==> config.mk <==
export PLATFORM = sky130hd
export DESIGN_NAME = nibble_serial_addsub
export DESIGN_NICKNAME = d
export VERILOG_FILES = /design/src/rtl/nibble_serial_addsub.sv
export SDC_FILE = /design/constraint.sdc
export NUM_CORES = 1
export LEC_CHECK = 0
export CAP_MARGIN = 15
export CORE_ASPECT_RATIO = 0.5
export CORE_UTILIZATION = 35
export CTS_BUF_LIST = sky130_fd_sc_hd__clkbuf_2 sky130_fd_sc_hd__clkbuf_4 sky130_fd_sc_hd__clkbuf_8
export CTS_CLUSTER_DIAMETER = 120
export CTS_CLUSTER_SIZE = 40
export DETAILED_ROUTE_END_ITERATION = 7
export MAX_ROUTING_LAYER = met4
export PLACE_DENSITY_LB_ADDON = 0.12
export RECOVER_POWER = 25
export SETUP_SLACK_MARGIN = 0.05
export SLEW_MARGIN = 20
export SYNTH_ARGS = -nofsm -noshare
export SYNTH_HDL_FRONTEND = slang
export SYNTH_SLANG_ARGS = --single-unit
==> constraint.sdc <==
create_clock -name clk -period 1.6 [get_ports clk]
set_input_delay 0.4 -clock clk [delete_from_list [all_inputs] [get_ports clk]]
set_output_delay 0.4 -clock clk [all_outputs]
set_load 0.02 [all_outputs]
==> src/rtl/nibble_serial_addsub.sv <==
// Wide adder/subtractor sequenced over an external 4-bit add/sub slice, one nibble per clock, LSB first.
// Optional `zero` result flag when ZERO_FLAG_EN is defined.
module nibble_serial_addsub #(
  parameter int NIBBLES = 4
) (
  input  logic                   clk,
  input  logic                   rst_n,
  input  logic                   start,
  input  logic                   op_sub,
  input  logic [4*NIBBLES-1:0]   opa,
  input  logic [4*NIBBLES-1:0]   opb,
  output logic                   busy,
  output logic                   done,
  output logic [4*NIBBLES-1:0]   result,
  output logic                   carry,
  output logic                   overflow,
`ifdef ZERO_FLAG_EN
  output logic                   zero,
`endif
  output logic [3:0]             add_a,
  output logic [3:0]             add_b,
  output logic                   add_c0,
  input  logic [3:0]             add_s,
  input  logic                   add_c4,
  input  logic                   add_v
);

  localparam int W  = 4 * NIBBLES;
  localparam int IW = $clog2(NIBBLES);

  typedef enum logic [1:0] {
    IDLE = 2'd0,
    RUN  = 2'd1,
    DONE = 2'd2
  } state_t;

  state_t          state_reg;
  logic [IW-1:0]   idx_reg;
  logic            k_reg;
  logic            sub_reg;
  logic [W-1:0]    opa_reg;
  logic [W-1:0]    opb_reg;
  logic [W-1:0]    result_reg;
  logic [W-1:0]    result_next;
  logic            carry_reg;
  logic            overflow_reg;
  logic            busy_reg;
  logic            done_reg;
  logic            last_nib;

  logic [3:0]      opa_nib [NIBBLES];
  logic [3:0]      opb_nib [NIBBLES];

  // Split the latched operands into nibbles and merge the slice output into the addressed result nibble.
  for (genvar gi = 0; gi < NIBBLES; gi++) begin : g_nib
    assign opa_nib[gi] = opa_reg[4*gi +: 4];
    assign opb_nib[gi] = opb_reg[4*gi +: 4];
    assign result_next[4*gi +: 4] = (idx_reg == IW'(gi)) ? add_s : result_reg[4*gi +: 4];
  end

  assign last_nib = (idx_reg == IW'(NIBBLES - 1));

  // The slice inverts b when c0=1, so pre-invert by s^k to present b^{s} with carry-in k.
  always_comb begin
    add_a  = 4'd0;
    add_b  = 4'd0;
    add_c0 = 1'b0;
    if (state_reg == RUN) begin
      add_a  = opa_nib[idx_reg];
      add_b  = opb_nib[idx_reg] ^ {4{sub_reg ^ k_reg}};
      add_c0 = k_reg;
    end
  end

`ifdef ZERO_FLAG_EN
  logic zero_reg;

  always_ff @(posedge clk or negedge rst_n) begin
    if (!rst_n) begin
      zero_reg <= 1'b0;
    end else if (state_reg == RUN && last_nib) begin
      zero_reg <= (result_next == '0);
    end
  end

  assign zero = zero_reg;
`endif

  always_ff @(posedge clk or negedge rst_n) begin
    if (!rst_n) begin
      state_reg    <= IDLE;
      idx_reg      <= '0;
      k_reg        <= 1'b0;
      sub_reg      <= 1'b0;
      opa_reg      <= '0;
      opb_reg      <= '0;
      result_reg   <= '0;
      carry_reg    <= 1'b0;
      overflow_reg <= 1'b0;
      busy_reg     <= 1'b0;
      done_reg     <= 1'b0;
    end else begin
      case (state_reg)
        IDLE: begin
          done_reg <= 1'b0;
          if (start) begin
            opa_reg   <= opa;
            opb_reg   <= opb;
            sub_reg   <= op_sub;
            k_reg     <= op_sub;
            idx_reg   <= '0;
            busy_reg  <= 1'b1;
            state_reg <= RUN;
          end
        end
        RUN: begin
          result_reg <= result_next;
          k_reg      <= add_c4;
          if (last_nib) begin
            carry_reg    <= add_c4;
            overflow_reg <= add_v;
            done_reg     <= 1'b1;
            state_reg    <= DONE;
          end else begin
            idx_reg <= idx_reg + IW'(1);
          end
        end
        DONE: begin
          done_reg  <= 1'b0;
          busy_reg  <= 1'b0;
          state_reg <= IDLE;
        end
        default: begin
          done_reg  <= 1'b0;
          busy_reg  <= 1'b0;
          state_reg <= IDLE;
        end
      endcase
    end
  end

  assign busy     = busy_reg;
  assign done     = done_reg;
  assign result   = result_reg;
  assign carry    = carry_reg;
  assign overflow = overflow_reg;

endmodule

==> results of run 1 <==
-- metrics by stage --
step / util [%] / cell area [um2] / power [uW]
finish: 55.4 / 3850 / 8740
floorplan: - / 2680 / 5660
global placement: 51.5 / 3570 / 7330
detailed placement: 51.5 / 3570 / 7410
global route: 55.4 / 3850 / 9310
CTS: 54.7 / 3790 / 8750
-- worst max-delay path by stage --
stage | slack (ns) | end | depth (start not counted)
after floorplan | -0.08 | add_b[0] | 3
after global placement | -0.60 | add_b[0] | 4
after detailed placement | -0.65 | add_b[0] | 4
after CTS | -0.54 | add_b[3] | 5
after global routing | -0.57 | add_b[3] | 5
final | -0.51 | add_b[3] | 5
-- routing by layer --
metal | up-vias | routed length, um
met4 | 0 | 51
met2 | 51 | 2510
met3 | 6 | 405
met5 | - | 0
li1 | 785 | -
met1 | 839 | 2650
-- area by class of cell --
type / instances / area [um2]
Inverter: 4 / 15.0
Timing Repair Buffer: 93 / 906
Fill cell: 611 / 3090
Tap cell: 92 / 115
Multi-Input combinational cell: 96 / 1170
Clock inverter: 2 / 10.0
Sequential cell: 58 / 1450
Clock buffer: 14 / 180
-- kinds of logic after synthesis --
kind of cell	count (synthesis)	synth area share [%]
flops	58	55.9
buf+inv	12	3.71
simple gates	22	5.92
xor+xnor	1	0.337
mux	60	30.3
fa+ha+maj	4	1.93
compound gates	9	1.93
-- where the power goes --
part           switching, uW  internal, uW
Sequential               390          2220
Combinational           2160          2680
Clock                    566           719
Total                   3120          5620
-- timing repair --
action	in CTS	in global routing
resized for setup	82	5
endpoints found under the hold margin	17	0
hold buffers	1	0
pin swaps	9	1
buffers inserted	1	2
setup endpoints to repair	29	48
cloned	0	1
-- layout by cell type, fill, tap and decap left out, drive strengths merged, types with 2 or more instances in the layout --
cell	instances
dfrtp	58
mux2	51
clkdlybuf4s50	40
buf	29
dlygate4sd2	20
clkbuf	17
mux4	8
o21ai	6
nand2	6
and2	5
nand3	4
inv	4
ha	4
clkinv	2
nor3b	2
-- critical path: stages, from the launching register on --
cell,delay (ns)
dfrtp_2,0.41
buf_6,0.12
mux4_2,0.54
nand3_2,0.11
o21ai_4,0.05
buf_6,0.13
==> flow_summary.toml, run 1 <==
[status]
status = "finished with violations"
violations = "setup timing"

[global_route]
gr-max-usage-layer = "met2"
use_met2_pct = 23.5
antenna_found_initial = 0
grt_max_degree = 42
grt_pass1_wl_mm = 9.06
met1_usage_pct = 20.4
grt_use_met3_pct = 7.57
grt_pass1_vias = 1816
grt_overflow = 0
grt_usage_pct = 16.4

[synthesis]
synth_common_cells = "dfrtp_1 (58), mux2_2 (45), mux4_2 (8)"
synthesis.instances = 166
netlist_area_um2 = 2600
ys_warn_count = 0
async_reset_ff_share_pct = 100
yosys.area.top_type = "dfrtp_1"
synth.area.top_cells = "dfrtp_1 (56%), mux2_2 (20%), mux4_2 (6.9%)"
synth_top_area_share_pct = 55.9
synth_cell_types = 26
yosysSeqAreaShare_pct = 55.9
syn-num-nets = 212
yosys_register_bits = 58
synth-edff-count = 0
synthMostInstantiatedCell = "dfrtp_1"
synth_flop_cell = "dfrtp_1"
synth_area_per_cell_um2 = 15.6

[floorplan]
io_pins = 71
die_h_um = 62.9
die_x_um = 124
initial_utilization_pct = 37.4
core_um2 = 6940
dieArea_um2 = 7790
rows = 21

[placed_design]
gp_congestion = 0.686
pre_cts_slack_ns = -0.645
place_inst = 338
dpl.hpwl_mm = 3.90
io_buffers = 70

[final_layout]
area_growth_pct = 48.1
n_antenna_cell = 0
nets = 308
drive_gt1_share_pct = 48.7
final_cell_count_no_fill = 359

[worst_hold_path]
hold_path_end = "done"
min_path_cells = 1
min_from = "done"
min_path_type = "flop to flop"

[timing]
skew_ns = 0.00507
slew_headroom_pct = 65.5
finalSetupTns_ns = -3.95
finalWorstSetupSlack_ns = -0.506
achievable-frequency_mhz = 475
period_share_pct = 132
final_max_slew_viol_count = 0
hold_ws_ns = 0.489
fin_crit_ns = 2.11
rsz0062_at_grt = "true"
finalHoldViolCount = 0
worstMarginPinSlew_ns = 0.517
setup_viol = 9

[cts]
clkSinkCount = 58
clk_pin_slew_worst_paths_ns = 0.06
cts_buffer_depth = 2
cts_max_level = 3
cts-buffers-inserted = 9
cts_tree = "built"
clk_latency_ns = 0.34
cts_root_buf = "clkbuf_8"

[worst_setup_path]
worstReg2RegEnd = "opa_reg[12]"
reg2reg_slack_ns = 0.08
worstPathMaxFanout = 4
cp-start-kind = "flop"
cp-startpoint = "idx_reg[0]"
reg2reg_from = "state_reg[1]"
critPathKind = "flop to output pin"
r2r_cells = 5
worstSetupEndpointType = "output pin"
cp.arrival_ns = 1.71
worstPathRequired_ns = 1.20

[route]
ant_nets = 0
dr.pass1.iters = 4
drc = 0
vias = 1681
initialDrtViolationCount = 77
wl_per_cell_um = 15.6
vias_per_cell = 4.68
drt_wl_total_mm = 5.62

[power]
pwr_density_cell_nw_per_um2 = 2270
p_leak_uw = 0.00169
ir_drop_uv = 1010

[run]
cap_violations = 0
Note: power is estimated with default switching activity, not from simulation.
==> run 2: changes to the inputs <==
Settings changed: ABC_AREA set to 1, GPL_TIMING_DRIVEN set to 0.
==> run 2 against run 1 <==
Combinational power down 10%. Global-route usage up 1.3 points. Core utilization down 3.3 points. Largest cell class unchanged. Sequential share of layout area up 0.091 points. The run ends with DRC, setup timing left.
==> flow_summary.toml, run 2 <==
[placed_design]
place_area_um2 = 3520
io_buffers = 70
dpl.hpwl_mm = 4.38
gp_congestion = 0.816

[cts]
clkSinkCount = 58
cts_root_buf = "clkbuf_8"
cts-buffers-inserted = 9
holdBufCountCts = 0
clk_latency_ns = 0.34
cts_max_level = 3
cts_buffer_depth = 2
cts_tree = "built"
clk_pin_slew_worst_paths_ns = 0.06

[power]
p_leak_uw = 0.00193
ir_drop_uv = 1060
pwr_density_cell_nw_per_um2 = 2150

[floorplan]
core_um2 = 7350
die_h_um = 63.8
die_x_um = 126
initial_utilization_pct = 36.4
io_pins = 71
rows = 22
dieArea_um2 = 8010

[synthesis]
synthesis.instances = 313
netlist_area_um2 = 2670
async_reset_ff_share_pct = 100
synthMostInstantiatedCell = "nand2_1"
yosys_register_bits = 58
synth_area_per_cell_um2 = 8.54
synth_top_area_share_pct = 54.3
yosys.area.top_type = "dfrtp_1"
synth.area.top_cells = "dfrtp_1 (54%), nand2_1 (20%), o21ai_1 (4.7%)"
synth-edff-count = 0
synth_common_cells = "nand2_1 (140), dfrtp_1 (58), nor2_1 (25), o21ai_1 (25), nand3_1 (12)"
syn-num-nets = 359
ys_warn_count = 0
synth_flop_cell = "dfrtp_1"
yosysSeqAreaShare_pct = 54.3
synth_cell_types = 21

[route]
initialDrtViolationCount = 72
vias_per_cell = 4.62
drc = 4
dr.pass1.iters = 6
wl_per_cell_um = 12.3
drt_wl_total_mm = 6.14
ant_nets = 0
vias = 2308

[timing]
setup_viol = 9
rsz0062_at_grt = "true"
fin_crit_ns = 1.93
achievable-frequency_mhz = 517
worstMarginPinSlew_ns = 1.44
skew_ns = 0.00768
final_max_slew_viol_count = 0
finalHoldViolCount = 0
finalWorstSetupSlack_ns = -0.334
period_share_pct = 121
slew_headroom_pct = 4.14

[final_layout]
area_growth_pct = 43.4
final_core_util_pct = 52.2
nets = 446
final_cell_mix = "nand2_1 (137), dfrtp_1 (58), clkdlybuf4s50_1 (40)"
finalInstanceArea_um2 = 3830
final_common_cell = "nand2_1"
n_fill_cell = 726
n_antenna_cell = 0
drive_gt1_share_pct = 20.3

[worst_setup_path]
critPathKind = "flop to output pin"
cp.arrival_ns = 1.53
cp-start-kind = "flop"
worstPathRequired_ns = 1.20
worstSetupEndpointType = "output pin"
worstPathMaxFanout = 10
r2r_cells = 8

[global_route]
grt_usage_pct = 17.8
grt_max_degree = 59
grt_overflow = 0
grt_pass1_wl_mm = 10.4
antenna_found_initial = 0
grt_pass1_vias = 2251

[run]
cap_violations = 0

[worst_hold_path]
min_path_type = "primary input to async pin"

[status]
violations = "DRC, setup timing"
status = "finished with violations"
-- run 2: report_power, final --
part           total (uW)  internal, uW  switching (uW)
registers            2560          2170             392
clock network        1330           782             550
logic                4350          1840            2510
total                8240          4790            3450
-- run 2: through the flow --
step                      hold slack (ns)  total power (uW)  worst slack, ns  TNS, ns  cells
final                               0.401              8240           -0.334    -2.59    500
after global routing                0.495              8880           -0.432    -3.49    500
after CTS                           0.136              8190           -0.376    -2.89    497
after global placement              0.449              6680            -1.67  -100.41    479
after detailed placement            0.439              6770           -0.572    -4.20    479
after floorplan                     0.104              5210            0.108        0    313
-- run 2: what timing repair did --
action | in CTS | in global routing
endpoints found under the setup margin | 29 | 9
pin swaps | 2 | 2
setup buffers | 3 | 3
resized for setup | 87 | 9
-- run 2: cell families after synthesis --
| kind of cell | Yosys count | share of synthesized area, % |
|---|---|---|
| fa+ha+maj | 4 | 1.87 |
| simple gates | 187 | 29.2 |
| flops | 58 | 54.3 |
| buf+inv | 25 | 7.07 |
| compound gates | 39 | 7.58 |
-- run 2: worst paths after layout --
path | start | slack [ns] | endpoint
max | idx_reg[0] | -0.33 | add_a[3]
min | rst_n | 0.40 | overflow
max reg2reg | idx_reg[0] | 0.16 | result[9]
min reg2reg | state_reg[1] | 0.45 | busy
max in group asynchronous | rst_n | 0.34 | opa_reg[15]
min in group clk | state_reg[1] | 0.45 | busy
-- run 2: final cells by class --
cell class	count	area, um2	share of cell area [%]
Clock buffer	12	153	3.98
Sequential cell	58	1450	37.9
Multi-Input combinational cell	230	1140	29.8
Clock inverter	3	40.0	1.04
Buffer	12	140	3.66
Inverter	13	71.3	1.86
Timing Repair Buffer	76	716	18.7
Tap cell	96	120	3.13
-- run 2: worst max-delay path: stages (launching register included) --
cell	delay (ns)
dfrtp_1	0.36
buf_6	0.16
buf_8	0.14
nor2_1	0.05
nor2_1	0.09
o21ai_1	0.10
a21oi_2	0.14
buf_4	0.15
-- run 2: metal layers --
| metal | vias to the layer above | wire length (um) | track usage, % |
|---|---|---|---|
| met3 | 2 | 311 | 6.62 |
| met5 | - | 0 | - |
| met2 | 59 | 2830 | 27.2 |
| met4 | 0 | 21 | 5.95 |
| li1 | 1165 | - | - |
| met1 | 1082 | 2980 | 21.8 |
